<file path="src/rtl/alu_seq.sv">
// ---------------------------------------------------------------------------
// alu_seq : handshaked RV32I-style ALU with an iterative shifter
//
// Purpose
//   Executes ADD/SUB/AND/OR/XOR/SLT/SLTU in one cycle. SLL/SRL/SRA with a
//   non-zero shift amount run on a one-bit-per-cycle shifter under FSM
//   control. An optional iterative shift-add multiplier (op 10) is built
//   only when the macro ALU_SEQ_MUL_EN is defined. Without the macro, op 10
//   is treated as illegal.
//
// Ports
//   clk        in   rising-edge clock
//   rst_n      in   asynchronous active-low reset
//   in_valid   in   operation request
//   in_ready   out  request can be accepted this cycle
//   op[3:0]    in   0 ADD,1 SUB,2 AND,3 OR,4 XOR,5 SLT,6 SLTU,7 SLL,8 SRL,
//                   9 SRA,10 MUL (ALU_SEQ_MUL_EN only), others illegal
//   a, b       in   operands (shifts use b[SHW-1:0] as the amount)
//   out_valid  out  result valid
//   out_ready  in   consumer accepts result
//   result     out  registered result
//   zero       out  registered (result == 0)
//   illegal    out  registered, op was undefined
//
// Timing
//   Shifts with amount n > 0 produce out_valid n clock edges after the
//   accepting edge. MUL produces out_valid WIDTH edges after that edge.
// ---------------------------------------------------------------------------
module alu_seq #(
  parameter int WIDTH = 32,
  parameter int SHW   = $clog2(WIDTH)
) (
  input  logic             clk,
  input  logic             rst_n,
  input  logic             in_valid,
  output logic             in_ready,
  input  logic [3:0]       op,
  input  logic [WIDTH-1:0] a,
  input  logic [WIDTH-1:0] b,
  output logic             out_valid,
  input  logic             out_ready,
  output logic [WIDTH-1:0] result,
  output logic             zero,
  output logic             illegal
);

  // Counter is one bit wider than the shift amount so it can hold WIDTH.
  localparam int CW = SHW + 1;

  localparam logic [3:0] OP_ADD  = 4'd0;
  localparam logic [3:0] OP_SUB  = 4'd1;
  localparam logic [3:0] OP_AND  = 4'd2;
  localparam logic [3:0] OP_OR   = 4'd3;
  localparam logic [3:0] OP_XOR  = 4'd4;
  localparam logic [3:0] OP_SLT  = 4'd5;
  localparam logic [3:0] OP_SLTU = 4'd6;
  localparam logic [3:0] OP_SLL  = 4'd7;
  localparam logic [3:0] OP_SRL  = 4'd8;
  localparam logic [3:0] OP_SRA  = 4'd9;
`ifdef ALU_SEQ_MUL_EN
  localparam logic [3:0] OP_MUL  = 4'd10;
`endif

  localparam logic [CW-1:0]    CNT_ONE  = {{(CW-1){1'b0}}, 1'b1};
  localparam logic [WIDTH-1:0] ZERO_W   = {WIDTH{1'b0}};

  typedef enum logic [1:0] {
    S_IDLE  = 2'd0,
    S_SHIFT = 2'd1,
`ifdef ALU_SEQ_MUL_EN
    S_MUL   = 2'd2,
`endif
    S_DONE  = 2'd3
  } state_t;

  // Single-cycle ops; non-single-cycle codes return zero.
  function automatic logic [WIDTH-1:0] alu_basic(input logic [3:0] f_op,
                                                 input logic [WIDTH-1:0] f_a,
                                                 input logic [WIDTH-1:0] f_b);
    logic [WIDTH-1:0] v;
    case (f_op)
      OP_ADD:  v = f_a + f_b;
      OP_SUB:  v = f_a - f_b;
      OP_AND:  v = f_a & f_b;
      OP_OR:   v = f_a | f_b;
      OP_XOR:  v = f_a ^ f_b;
      OP_SLT:  v = {{(WIDTH-1){1'b0}}, ($signed(f_a) < $signed(f_b))};
      OP_SLTU: v = {{(WIDTH-1){1'b0}}, (f_a < f_b)};
      default: v = ZERO_W;
    endcase
    return v;
  endfunction

  // One-position shift step; SRA replicates the sign bit.
  function automatic logic [WIDTH-1:0] shift_one(input logic [3:0]       f_op,
                                                 input logic [WIDTH-1:0] f_v);
    logic [WIDTH-1:0] v;
    case (f_op)
      OP_SLL:  v = {f_v[WIDTH-2:0], 1'b0};
      OP_SRL:  v = {1'b0, f_v[WIDTH-1:1]};
      OP_SRA:  v = {f_v[WIDTH-1], f_v[WIDTH-1:1]};
      default: v = f_v;
    endcase
    return v;
  endfunction

  state_t           r_state;
  logic             r_valid;
  logic [WIDTH-1:0] r_res;
  logic             r_zero;
  logic             r_ill;
  logic [WIDTH-1:0] r_acc;
  logic [CW-1:0]    r_cnt;
  logic [3:0]       r_sop;

  state_t           w_state_nx;
  logic [WIDTH-1:0] w_res_nx;
  logic             w_zero_nx;
  logic             w_ill_nx;
  logic [WIDTH-1:0] w_acc_nx;
  logic [CW-1:0]    w_cnt_nx;
  logic [3:0]       w_sop_nx;

  logic             w_in_ready;
  logic             w_accept;
  logic [SHW-1:0]   w_shamt;
  logic [WIDTH-1:0] w_basic;
  logic [WIDTH-1:0] w_shift_step;

`ifdef ALU_SEQ_MUL_EN
  logic [WIDTH-1:0] r_mcand;
  logic [WIDTH-1:0] r_mplier;
  logic [WIDTH-1:0] w_mcand_nx;
  logic [WIDTH-1:0] w_mplier_nx;
  logic [WIDTH-1:0] w_mul_sum;

  // Add the current partial product when the multiplier LSB is set.
  assign w_mul_sum = r_acc + (r_mplier[0] ? r_mcand : ZERO_W);
`endif

  // DONE can take a new request in the same cycle its result is consumed.
  assign w_in_ready   = (r_state == S_IDLE) | ((r_state == S_DONE) & out_ready);
  assign w_accept     = in_valid & w_in_ready;
  assign w_shamt      = b[SHW-1:0];
  assign w_basic      = alu_basic(op, a, b);
  assign w_shift_step = shift_one(r_sop, r_acc);

  // Next-state and datapath next-value logic; every register holds by default.
  always_comb begin
    w_state_nx = r_state;
    w_res_nx   = r_res;
    w_zero_nx  = r_zero;
    w_ill_nx   = r_ill;
    w_acc_nx   = r_acc;
    w_cnt_nx   = r_cnt;
    w_sop_nx   = r_sop;
`ifdef ALU_SEQ_MUL_EN
    w_mcand_nx  = r_mcand;
    w_mplier_nx = r_mplier;
`endif
    case (r_state)
      S_IDLE, S_DONE: begin
        if (w_accept) begin
          case (op)
            OP_ADD, OP_SUB, OP_AND, OP_OR, OP_XOR, OP_SLT, OP_SLTU: begin
              w_res_nx   = w_basic;
              w_zero_nx  = (w_basic == ZERO_W);
              w_ill_nx   = 1'b0;
              w_state_nx = S_DONE;
            end
            OP_SLL, OP_SRL, OP_SRA: begin
              if (w_shamt == {SHW{1'b0}}) begin
                w_res_nx   = a;
                w_zero_nx  = (a == ZERO_W);
                w_ill_nx   = 1'b0;
                w_state_nx = S_DONE;
              end else begin
                w_acc_nx   = a;
                w_cnt_nx   = {1'b0, w_shamt};
                w_sop_nx   = op;
                w_state_nx = S_SHIFT;
              end
            end
`ifdef ALU_SEQ_MUL_EN
            OP_MUL: begin
              w_acc_nx    = ZERO_W;
              w_mcand_nx  = a;
              w_mplier_nx = b;
              w_cnt_nx    = CW'(WIDTH);
              w_state_nx  = S_MUL;
            end
`endif
            default: begin
              w_res_nx   = ZERO_W;
              w_zero_nx  = 1'b1;
              w_ill_nx   = 1'b1;
              w_state_nx = S_DONE;
            end
          endcase
        end else if ((r_state == S_DONE) && out_ready) begin
          w_state_nx = S_IDLE;
        end else begin
          w_state_nx = r_state;
        end
      end
      S_SHIFT: begin
        w_acc_nx = w_shift_step;
        w_cnt_nx = r_cnt - CNT_ONE;
        if (r_cnt == CNT_ONE) begin
          w_res_nx   = w_shift_step;
          w_zero_nx  = (w_shift_step == ZERO_W);
          w_ill_nx   = 1'b0;
          w_state_nx = S_DONE;
        end else begin
          w_state_nx = S_SHIFT;
        end
      end
`ifdef ALU_SEQ_MUL_EN
      S_MUL: begin
        w_acc_nx    = w_mul_sum;
        w_mcand_nx  = {r_mcand[WIDTH-2:0], 1'b0};
        w_mplier_nx = {1'b0, r_mplier[WIDTH-1:1]};
        w_cnt_nx    = r_cnt - CNT_ONE;
        if (r_cnt == CNT_ONE) begin
          w_res_nx   = w_mul_sum;
          w_zero_nx  = (w_mul_sum == ZERO_W);
          w_ill_nx   = 1'b0;
          w_state_nx = S_DONE;
        end else begin
          w_state_nx = S_MUL;
        end
      end
`endif
      default: begin
        w_state_nx = S_IDLE;
      end
    endcase
  end

  // State, result and iteration registers; reset discards any in-flight op.
  always_ff @(posedge clk or negedge rst_n) begin
    if (!rst_n) begin
      r_state <= S_IDLE;
      r_valid <= 1'b0;
      r_res   <= ZERO_W;
      r_zero  <= 1'b0;
      r_ill   <= 1'b0;
      r_acc   <= ZERO_W;
      r_cnt   <= {CW{1'b0}};
      r_sop   <= 4'd0;
`ifdef ALU_SEQ_MUL_EN
      r_mcand  <= ZERO_W;
      r_mplier <= ZERO_W;
`endif
    end else begin
      r_state <= w_state_nx;
      r_valid <= (w_state_nx == S_DONE);
      r_res   <= w_res_nx;
      r_zero  <= w_zero_nx;
      r_ill   <= w_ill_nx;
      r_acc   <= w_acc_nx;
      r_cnt   <= w_cnt_nx;
      r_sop   <= w_sop_nx;
`ifdef ALU_SEQ_MUL_EN
      r_mcand  <= w_mcand_nx;
      r_mplier <= w_mplier_nx;
`endif
    end
  end

  assign in_ready  = w_in_ready;
  assign out_valid = r_valid;
  assign result    = r_res;
  assign zero      = r_zero;
  assign illegal   = r_ill;

endmodule

</file>
<file path="config.mk">
export PLATFORM = sky130hd
export DESIGN_NAME = alu_seq
export DESIGN_NICKNAME = d
export VERILOG_FILES = /design/src/rtl/alu_seq.sv
export SDC_FILE = /design/constraint.sdc
export NUM_CORES = 1
export LEC_CHECK = 0
export BUFFER_PORTS_ARGS = -buffer_cell sky130_fd_sc_hd__buf_2
export CAP_MARGIN = 10
export CORE_AREA = 4 4 153 118
export CTS_CLUSTER_DIAMETER = 60
export DETAILED_ROUTE_END_ITERATION = 7
export DIE_AREA = 0 0 157 122
export PLACE_DENSITY = 0.95
export SLEW_MARGIN = 15
export SYNTH_ARGS = -nofsm -noshare
export SYNTH_HDL_FRONTEND = slang
export SYNTH_SLANG_ARGS = --single-unit
export TNS_END_PERCENT = 20
</file>
<file path="constraint.sdc">
create_clock -name clk -period 6.7 [get_ports clk]
set_clock_uncertainty 0.2 [all_clocks]
set_input_delay 0.67 -clock clk [delete_from_list [all_inputs] [get_ports clk]]
set_output_delay 0.67 -clock clk [all_outputs]
set_load 0.02 [all_outputs]
</file>
==> flow_summary.yaml <==
timing:
  fin_crit_sh_pct: 80.24
  tightest_slew_ns: 1.014
  slew_viol_final: 0
  tns_ns: 0
  setup_violations: 0
  rsz0062_at_grt: "no"
  hold_viol_final: 0
  min_period_ns: 5.376
  relSlewSlack_pct: 32.39
  max_freq_ghz: 0.1860
yosys:
  yosysMostFrequentCell: "a21oi_1"
  synth_top_flop_cell: "dfrtp_1"
  ys_ff_latch: 79
  synthAdderAreaFrac_pct: 14.21
  yosysTopAreaCellShare_pct: 18.37
  synth.area.top_cells: "dfrtp_1 18%, ha_1 14%, a21oi_1 10%, nor2_1 6.3%, nand2_1 5.0%"
  synth.distinct_cells: 91
  syn-num-nets: 1721
  synth_edf_count: 0
  synth_largest_area_cell: "dfrtp_1"
  synthMuxAreaShare_pct: 0.9769
  synthCells: 1528
  yosys.area_share.simple_pct: 22.39
  syn_area_um2: 10760
  async_flop_share_pct: 100.0
  yosysSeqAreaShare_pct: 18.37
  synth_compound_gate_area_share_pct: 36.10
  synth_top_family_by_area: "compound AO/OA/AOI/OAI gates"
  ys_warn_count: 0
  netlist_top_cells_count: "217 x a21oi_1, 182 x nor2_1, 144 x nand2_1"
  avgSynthCellArea_um2: 7.041
  synthXorXnorAreaFrac_pct: 0.2442
cts:
  post_cts_buffers: 0
  clock-root-buffer: "clkbuf_16"
  cts.reportedPaths.clkPinSlew_ns: 0.06
  cts.sinks: 79
  numCtsBuffers: 9
  htree_levels: 3
  cts_hold_buf: 0
  cts_tree: "built"
  insertion_delay_ns: 0.34
  max-clock-path-buffers: 2
  cts-resized-gates: 0
setup_path:
  r2r_cells: 11
  worstPathRequired_ns: 6.78
  critPathArrivalTime_ns: 5.45
  critical_path.endpoint_type: "flip-flop"
  rr_endpoint: "zero"
  cp-start-kind: "primary input"
  crit_end: "zero"
  cp_max_fo: 11
  r2r-start: "r_state[1]"
  startpoint: "a[8]"
  regToRegSetupSlack_ns: 2.67
  critPathKind: "in -> reg"
global_route:
  grt_pass1_vias: 11520
  grt_max_degree: 80
  grt_pass1_wl_um: 64840
  grt-ovfl-total: 0
  antenna_found_initial: 1
  grt_use_total_pct: 42.75
cells_and_area:
  area_growth_pct: 8.257
  drive_above_1_share_pct: 11.85
  layoutNonFillerInstCount: 1785
  nets: 1759
  antenna_cells: 0
power:
  leakage_nw: 5.292
  ir_worst_vdd_v: 0.0002921
  power_density_nw_per_um2: 304.8
die:
  die_x_um: 157
  rows: 41
  die_h_um: 122
  core-area_um2: 16570
  io_pins: 108
  dieArea_um2: 19150
  start_util_pct: 64.93
drt:
  vias: 12850
  drcViolationCount: 0
  vias_per_cell: 7.200
  dr.pass1.iters: 8
  drt_iter0_markers: 2154
  drt_wl_total_um: 42270
  ant_nets: 0
  routedWlPerCell_um: 23.68
job:
  cap_violations: 0
place:
  dp.cells: 1770
  port_buffers: 107
  place_hpwl_um: 31590
  place.gp.congestion: 1.081
hold_path:
  hp-class: "in -> async"
outcome:
  status: "finished, final reports clean"
## registers in the layout, indices dropped and copies added (netlist names)
register	flops
illegal	1
out_valid	1
r_acc	32
r_cnt	6
r_sop	4
r_state	2
result	32
zero	1
## worst min-delay path by stage
stage / startpoint / endpoint / slack, ns / cells past startpoint
final: rst_n / r_state[0] / 0.29 / 1
after global routing: result[3] / result[3] / 0.32 / 1
after CTS: result[27] / result[27] / 0.30 / 1
after detailed placement: result[27] / result[27] / 0.28 / 1
after global placement: result[15] / result[15] / 0.27 / 1
after floorplan: rst_n / illegal / 0.17 / 0
## worst max-delay path, stage by stage
cell       delay [ns]
buf_2            0.24
inv_1            0.07
ha_1             0.51
inv_1            0.17
o31ai_1          0.66
a22oi_2          0.21
nand3_1          0.10
a41oi_1          0.10
nand4b_1         0.25
a2111oi_0        0.39
or4b_1           0.57
or4_1            0.54
or4b_1           0.52
nor3_1           0.24
o32a_1           0.20
## layout by cell type, fill, tap and decap left out, types with 9 or more instances in the layout
cell type  count
clkbuf_16      9
nor3_1        31
a22oi_1       17
o31ai_1       20
a211oi_1      24
o21bai_1      15
dfrtp_1       79
a21oi_1      216
nand2_1      144
inv_1        101
buf_2        106
nand2b_1      11
a22o_1        16
ha_1         119
o221ai_1      10
o22ai_1       13
o211ai_1      13
o21a_1        16
a221oi_1      10
nand4_1       20
nand3_1       26
nor2b_1       10
a21o_1        22
buf_4         23
o21ai_0       94
nor4_1        26
and2_1        12
nor2_1       181
a31oi_1        9
## power breakdown
part           switching [mW]  total (mW)  leakage, nW  internal [mW]
Clock                   0.205       0.528        0.151          0.324
Combinational            1.41        2.11         4.18          0.698
Sequential              0.205       0.915        0.965          0.710
Total                    1.82        3.55         5.29           1.73
## cells by family after synthesis
family / Yosys count
fa+ha+maj: 121
buf+inv: 208
xor+xnor: 3
mux: 10
simple gates: 514
flops: 79
compound gates: 593
## through the flow
| stage | instance area [um^2] | hold slack [ns] | power [mW] | setup slack, ns | util, % |
|---|---|---|---|---|---|
| 2_1_floorplan | 10760 | 0.1744 | 2.270 | 2.028 | - |
| 3_3_place_gp | 11340 | 0.2692 | 2.830 | 1.251 | 68.41 |
| 3_5_place_dp | 11340 | 0.2814 | 2.902 | 1.150 | 68.41 |
| 4_1_cts | 11650 | 0.2968 | 3.456 | 1.485 | 70.29 |
| 5_1_grt | 11650 | 0.3238 | 3.746 | 1.051 | 70.29 |
| 6_report | 11650 | 0.2913 | 3.550 | 1.324 | 70.29 |
## metal layers
metal,track usage (%),wire length (um),up-vias
met3,12.29,6596,199
met1,61.69,16860,5869
li1,-,-,5653
met2,61.09,16950,1129
met4,14.20,1853,2
met5,0,16,-
## final cells by class
type / count / area (um^2)
clock inverters: 6 / 86.33
well taps: 215 / 269.0
fillers: 1392 / 4922
flip-flops and latches: 79 / 1977
clock buffers: 9 / 225.2
multi-input cells: 1241 / 7989
inverters: 106 / 397.9
repair buffers: 129 / 703.2
Power figures use the tool's default switching activity.
